<file path="src/rtl/ysyx_22050612_pkg.sv">
// Shared definitions for the writeback unit: load size encodings and
// register file geometry.
package ysyx_22050612_pkg;

   // Load access size as carried on the LSU response.
   typedef enum logic [1:0] {
      LS_B = 2'd0,
      LS_H = 2'd1,
      LS_W = 2'd2,
      LS_D = 2'd3
   } ls_size_e;

   // Register file geometry for the default configuration.
   localparam int REG_ADDR_W = 5;
   localparam int NUM_REGS   = 2 ** REG_ADDR_W;

   // Load data path width; extraction works on eight byte lanes.
   localparam int LOAD_W = 64;

endpackage

</file>
<file path="src/rtl/ysyx_22050612_load_ext.sv">
// Load data extraction: shifts the addressed bytes of a raw aligned
// doubleword down to bit 0, truncates to the access size and extends.
// Bytes beyond the top of the doubleword read as zero before extension.
module ysyx_22050612_load_ext
   import ysyx_22050612_pkg::*;
(
   input  logic [LOAD_W-1:0] data_i,
   input  logic [1:0]        size_i,
   input  logic              unsigned_i,
   input  logic [2:0]        offset_i,
   output logic [LOAD_W-1:0] result_o
);

   logic [LOAD_W-1:0] shifted;
   logic              fill;

   // Logical shift, so missing upper bytes come in as zero.
   assign shifted = data_i >> {offset_i, 3'b000};

   // Truncate to the access size and replicate the fill bit above it.
   always_comb begin
      // NOTE: every output of this block gets a default first, so no path
      // through the case can leave a value unassigned and infer a latch.
      fill     = 1'b0;
      result_o = shifted;
      case (ls_size_e'(size_i))
         LS_B: begin
            fill     = ~unsigned_i & shifted[7];
            result_o = {{56{fill}}, shifted[7:0]};
         end
         LS_H: begin
            fill     = ~unsigned_i & shifted[15];
            result_o = {{48{fill}}, shifted[15:0]};
         end
         LS_W: begin
            fill     = ~unsigned_i & shifted[31];
            result_o = {{32{fill}}, shifted[31:0]};
         end
         LS_D: begin
            // Full width: signedness has no effect.
            result_o = shifted;
         end
         default: begin
            result_o = shifted;
         end
      endcase
   end

endmodule

</file>
<file path="src/rtl/ysyx_22050612_wbu.sv">
// Writeback unit: arbitrates EXU results and LSU load responses onto the
// register file write port (LSU has fixed priority), extracts load data,
// tracks pending load destinations for the IDU and counts retired results.
module ysyx_22050612_wbu
   import ysyx_22050612_pkg::*;
#(
   parameter int ADDR_WIDTH = REG_ADDR_W,
   parameter int DATA_WIDTH = LOAD_W
) (
   input  logic                       clk,
   input  logic                       rst,
   // EXU result path
   input  logic                       exu_valid,
   output logic                       exu_ready,
   input  logic [ADDR_WIDTH-1:0]      exu_rd,
   input  logic [DATA_WIDTH-1:0]      exu_data,
   // LSU load response path
   input  logic                       lsu_valid,
   output logic                       lsu_ready,
   input  logic [ADDR_WIDTH-1:0]      lsu_rd,
   input  logic [DATA_WIDTH-1:0]      lsu_data,
   input  logic [1:0]                 lsu_size,
   input  logic                       lsu_unsigned,
   input  logic [2:0]                 lsu_offset,
   // Load issue notification from the IDU side
   input  logic                       iss_valid,
   input  logic [ADDR_WIDTH-1:0]      iss_rd,
   output logic [2**ADDR_WIDTH-1:0]   busy,
   // Register file write port
   output logic                       rf_wen,
   output logic [ADDR_WIDTH-1:0]      rf_waddr,
   output logic [DATA_WIDTH-1:0]      rf_wdata,
   output logic [63:0]                retire_cnt
);

   localparam int NREGS = 2 ** ADDR_WIDTH;

   // Handshake and selected result
   logic                  lsu_hs;
   logic                  exu_hs;
   logic                  acc;
   logic [ADDR_WIDTH-1:0] acc_rd;
   logic [DATA_WIDTH-1:0] acc_data;
   logic [DATA_WIDTH-1:0] load_data;

   // Registered write port, source tag, scoreboard and retire counter
   logic                  wen_q,      wen_d;
   logic [ADDR_WIDTH-1:0] waddr_q,    waddr_d;
   logic [DATA_WIDTH-1:0] wdata_q,    wdata_d;
   logic                  from_lsu_q, from_lsu_d;
   logic [NREGS-1:0]      busy_q,     busy_d;
   logic [63:0]           retire_q,   retire_d;

   // LSU responses are always taken outside reset; EXU waits behind them.
   assign lsu_ready = ~rst;
   assign exu_ready = ~lsu_valid;
   assign lsu_hs    = lsu_valid & lsu_ready;
   assign exu_hs    = exu_valid & exu_ready;
   assign acc       = lsu_hs | exu_hs;

   ysyx_22050612_load_ext u_load_ext (
      .data_i     (lsu_data),
      .size_i     (lsu_size),
      .unsigned_i (lsu_unsigned),
      .offset_i   (lsu_offset),
      .result_o   (load_data)
   );

   // Select the accepted result and form the next write-port contents.
   always_comb begin
      acc_rd     = exu_rd;
      acc_data   = exu_data;
      wen_d      = 1'b0;
      waddr_d    = waddr_q;
      wdata_d    = wdata_q;
      from_lsu_d = from_lsu_q;
      if (lsu_hs) begin
         acc_rd   = lsu_rd;
         acc_data = load_data;
      end
      if (acc) begin
         // x0 results still retire but never reach the register file.
         wen_d      = (acc_rd != '0);
         waddr_d    = acc_rd;
         wdata_d    = acc_data;
         from_lsu_d = lsu_hs;
      end
   end

   // Count every accepted result, including those to x0.
   always_comb begin
      retire_d = retire_q + 64'(acc);
   end

   // Scoreboard: clear on the edge the load is written, then apply any new
   // issue so a same-edge set to the same register wins; x0 is never busy.
   always_comb begin
      busy_d = busy_q;
      if (wen_q && from_lsu_q) begin
         busy_d[waddr_q] = 1'b0;
      end
      if (iss_valid && (iss_rd != '0)) begin
         busy_d[iss_rd] = 1'b1;
      end
      busy_d[0] = 1'b0;
   end

   // State registers; reset also drops a write that was accepted but not
   // yet presented.
   always_ff @(posedge clk or posedge rst) begin
      // NOTE: sequential state uses non-blocking assignments so every
      // register samples pre-edge values regardless of statement order.
      if (rst) begin
         wen_q      <= 1'b0;
         waddr_q    <= '0;
         wdata_q    <= '0;
         from_lsu_q <= 1'b0;
         busy_q     <= '0;
         retire_q   <= '0;
      end else begin
         wen_q      <= wen_d;
         waddr_q    <= waddr_d;
         wdata_q    <= wdata_d;
         from_lsu_q <= from_lsu_d;
         busy_q     <= busy_d;
         retire_q   <= retire_d;
      end
   end

   assign rf_wen     = wen_q;
   assign rf_waddr   = waddr_q;
   assign rf_wdata   = wdata_q;
   assign busy       = busy_q;
   assign retire_cnt = retire_q;

endmodule

</file>
<file path="config.mk">
export PLATFORM = sky130hd
export DESIGN_NAME = ysyx_22050612_wbu
export DESIGN_NICKNAME = d
export VERILOG_FILES = /design/src/rtl/ysyx_22050612_pkg.sv /design/src/rtl/ysyx_22050612_load_ext.sv /design/src/rtl/ysyx_22050612_wbu.sv
export SDC_FILE = /design/constraint.sdc
export NUM_CORES = 1
export LEC_CHECK = 0
export CORE_ASPECT_RATIO = 0.8
export CORE_MARGIN = 4
export CORE_UTILIZATION = 39
export CTS_CLUSTER_SIZE = 12
export DETAILED_ROUTE_END_ITERATION = 12
export HOLD_SLACK_MARGIN = 0.12
export PLACE_DENSITY = 0.78
export SKIP_LAST_GASP = 1
export SYNTH_ARGS = -nofsm -noshare
export SYNTH_HDL_FRONTEND = slang
export SYNTH_SLANG_ARGS = --single-unit
</file>
<file path="constraint.sdc">
create_clock -name clk -period 6.97 [get_ports clk]
set_clock_uncertainty 0.15 [all_clocks]
set_input_delay 0.697 -clock clk [delete_from_list [all_inputs] [get_ports clk]]
set_output_delay 0.697 -clock clk [all_outputs]
set_load 0.01 [all_outputs]
</file>
==> results.toml <==
[power]
p_int_mw = 2.06
p_leak_nw = 5.28
pwr-share-comb_pct = 27.9
p_sw_uw = 972
ir_drop_v = 0.000148
sequentialPowerShare_pct = 40.4
swShare_pct = 32.0
p_clk_share_pct = 31.7
power_density_nw_per_um2 = 230

[sta]
fin_tns_setup_ns = 0
rsz0062_at_grt = "no"
hold_violations = 0
fin_crit_ns = 3.75
worst_pin_slew_ns = 1.02
max_slew_margin_pct = 31.8
finalSetupViolCount = 0
clock.fmax_ghz = 0.267
post-route-period-util_pct = 53.8
slew_violations = 0

[finish]
drive_gt1_share_pct = 8.34
area_growth_pct = 44.0
nets = 1414
num_antenna_cells = 0
final_area_sq_um = 13200

[critical_path]
reg2reg_to = "retire_cnt[42]"
arrival_ns = 3.96
critPathKind = "input port to register"
critPathMaxStageDelay_ns = 0.58
crit_required_ns = 7.18
r2r-start = "retire_cnt[0]"
crit_chain = "clkdlybuf4s50_1 > nor2b_1 > buf_4 > nor2_2 > buf_4 > inv_1 > ha_1 > ha_1 > nand4_1 > nor2_1 > nand4_1 > nor4_1 > xor2_1"
crit_buf_inv = 4
crit_slowest_cell = "clkdlybuf4s50_1"
critPathLaunchType = "input port"
end_kind = "register"
crit_family = "simple AND/OR/NAND/NOR gates"
worst_r2r_path_depth = 7
regToRegSetupSlack_ns = 4.44
crit_fanout = 26

[cts]
worstSkewPairLatency_ns = 0.44
numCtsBuffers = 17
cts_tree = "done"
ctsLongestPathBuffers = 2
ctsRootBufferMaster = "clkbuf_16"
h-tree-depth = 4
cts.clk_slew.worst_paths_ns = 0.08
cts_hold_buf = 0
cts-resized-gates = 0
post_cts_buffers = 0
cts.sinks = 166

[route]
drc_errors = 0
finalWirelength_microns = 34000
routedWlPerCell_microns = 21.6
viasPerCell = 5.78
ant_nets = 0
via_count = 9110
drt-pass1-iter-count = 6
drtIter0Drc = 881

[placement]
dpl.hpwl_microns = 25900
gp_congestion = 0.952
portBuffers = 320
placed_area_sq_um = 12600

[min_path]
holdPathEnd = "rf_wdata[16]"
hp-class = "register to register"
holdPathStages = 2
hp-start = "rf_wdata[16]"

[yosys]
ys_seq_elements = 166
synth.avg_cell_area_sq_um = 9.48
synth_flop_cell = "dfrtp_1"
yosys.cell_types.count = 54
syn_area_sq_um = 9160
synth-edff-count = 0
ys_async_sr_fraction_pct = 100
postSynthCellCount = 966
ys_seq_area_share_pct = 45.4
syn-num-nets = 1122
yosysWarnings = 0

[status]
status = "complete, no violations"

[grt]
grt_max_degree = 77
track_usage_pct = 25.7
grt_overflow = 0
antenna_found_initial = 0
grt_pass1_vias = 9085
grt_pass1_wl_microns = 52400

[die]
die_x_microns = 179
die_h_microns = 145
start_util_pct = 40.2
rows = 49
io_pins = 322
placeableCoreArea_sq_um = 22800
dieArea_sq_um = 26000

[job]
cap_violations = 0
## per-stage QoR
stage	utilization (%)	setup slack (ns)	power [mW]	std cells	hold slack (ns)
after floorplan	-	0.870	1.57	966	0.341
after global placement	55.2	2.99	2.07	1545	0.309
after detailed placement	55.2	2.76	2.09	1545	0.329
after CTS	57.8	3.20	3.05	1577	0.344
after global routing	57.8	2.92	3.18	1577	0.356
final	57.8	3.22	3.03	1577	0.338
## placed cells by master (no fill, tap or decap), drive strengths merged, types with 12 or more instances in the layout
master,n
clkdlybuf4s50,318
dfrtp,166
nand2,159
o21ai,81
nor2,51
mux2i,44
xnor2,38
mux2,31
a221oi,29
a21oi,24
nand4,24
xor2,24
a211oi,23
inv,22
nand3,21
a22oi,21
a32oi,20
clkbuf,18
buf,16
a31oi,15
nor3,14
nor4,14
nor2b,12
## layout make-up
class	count	area, sq um
fillers	2001	9620
repair buffers	334	3300
flip-flops and latches	166	4150
multi-input cells	723	4690
clock buffers	18	439
inverters	16	65.1
well taps	306	383
clock inverters	14	158
## worst register-to-register path, stage by stage (launching register included)
cell and delay (ns):
dfrtp_1 0.36, ha_1 0.19, ha_1 0.22, nand4_1 0.15, nor2_1 0.41, nand4_1 0.41, nor4_1 0.41, xor2_1 0.17
## cells by family (layout without fill, tap and decap cells)
logic type,Yosys count,in the layout,share of synthesized area [%]
simple gates,350,350,18.9
compound gates,231,231,16.8
flops,166,166,45.4
mux,77,77,9.11
buf+inv,77,382,3.59
xor+xnor,62,62,5.93
fa+ha+maj,2,2,0.273
other cells,1,1,0.0409
## flip-flops by register name, summed over array words and instances, names as in the netlist
| name | count |
|---|---|
| busy | 31 |
| from_lsu_q | 1 |
| retire_cnt | 64 |
| rf_waddr | 5 |
| rf_wdata | 64 |
| rf_wen | 1 |
## power groups by stage
stage	combinational, mW	clock (mW)	sequential (mW)
global placement	0.836	0	1.24
finish	0.847	0.962	1.23
detailed placement	0.849	0	1.24
floorplan	0.293	0	1.28
CTS	0.852	0.978	1.22
global route	0.914	1.02	1.25
## worst max-delay path by stage
stage	from	endpoint	cells after the start
after floorplan	rst	rf_wdata[33]	5
after global placement	lsu_valid	retire_cnt[42]	13
after detailed placement	lsu_valid	retire_cnt[42]	13
after CTS	lsu_valid	retire_cnt[42]	13
after global routing	lsu_valid	retire_cnt[42]	13
final	lsu_valid	retire_cnt[42]	13
## synthesized netlist by cell type (3+ instances only)
master	n	area [sq um]
a211oi_1	23	173
a21oi_1	24	120
a221oi_1	28	245
a22o_1	6	52.6
a22oi_1	21	158
a31oi_1	15	93.8
a32oi_1	20	175
and2_1	6	37.5
and3_1	4	25.0
and4_1	8	70.1
buf_1	5	18.8
buf_2	11	55.1
buf_6	3	33.8
clkbuf_1	41	154
dfrtp_1	166	4150
inv_1	15	56.3
mux2_2	31	349
mux2i_1	44	440
nand2_1	159	597
nand2b_1	6	37.5
nand3_1	21	105
nand3b_1	8	60.1
nand4_1	24	150
nor2_1	51	191
nor2b_1	12	75.1
nor3_1	12	60.1
nor4_1	11	68.8
o21ai_0	81	405
o22ai_1	4	25.0
or2_2	7	43.8
or3_1	4	25.0
or3b_2	5	43.8
xnor2_1	38	333
xor2_1	24	210
## routing by layer
metal | track usage [%] | wire length (microns) | up-vias
met1 | 33.9 | 13800 | 4402
li1 | - | - | 4103
met2 | 41.1 | 15900 | 545
met4 | 8.03 | 965 | 0
met3 | 7.31 | 3360 | 60
met5 | 0 | 0 | -
Note: power is estimated with default switching activity, not from simulation.
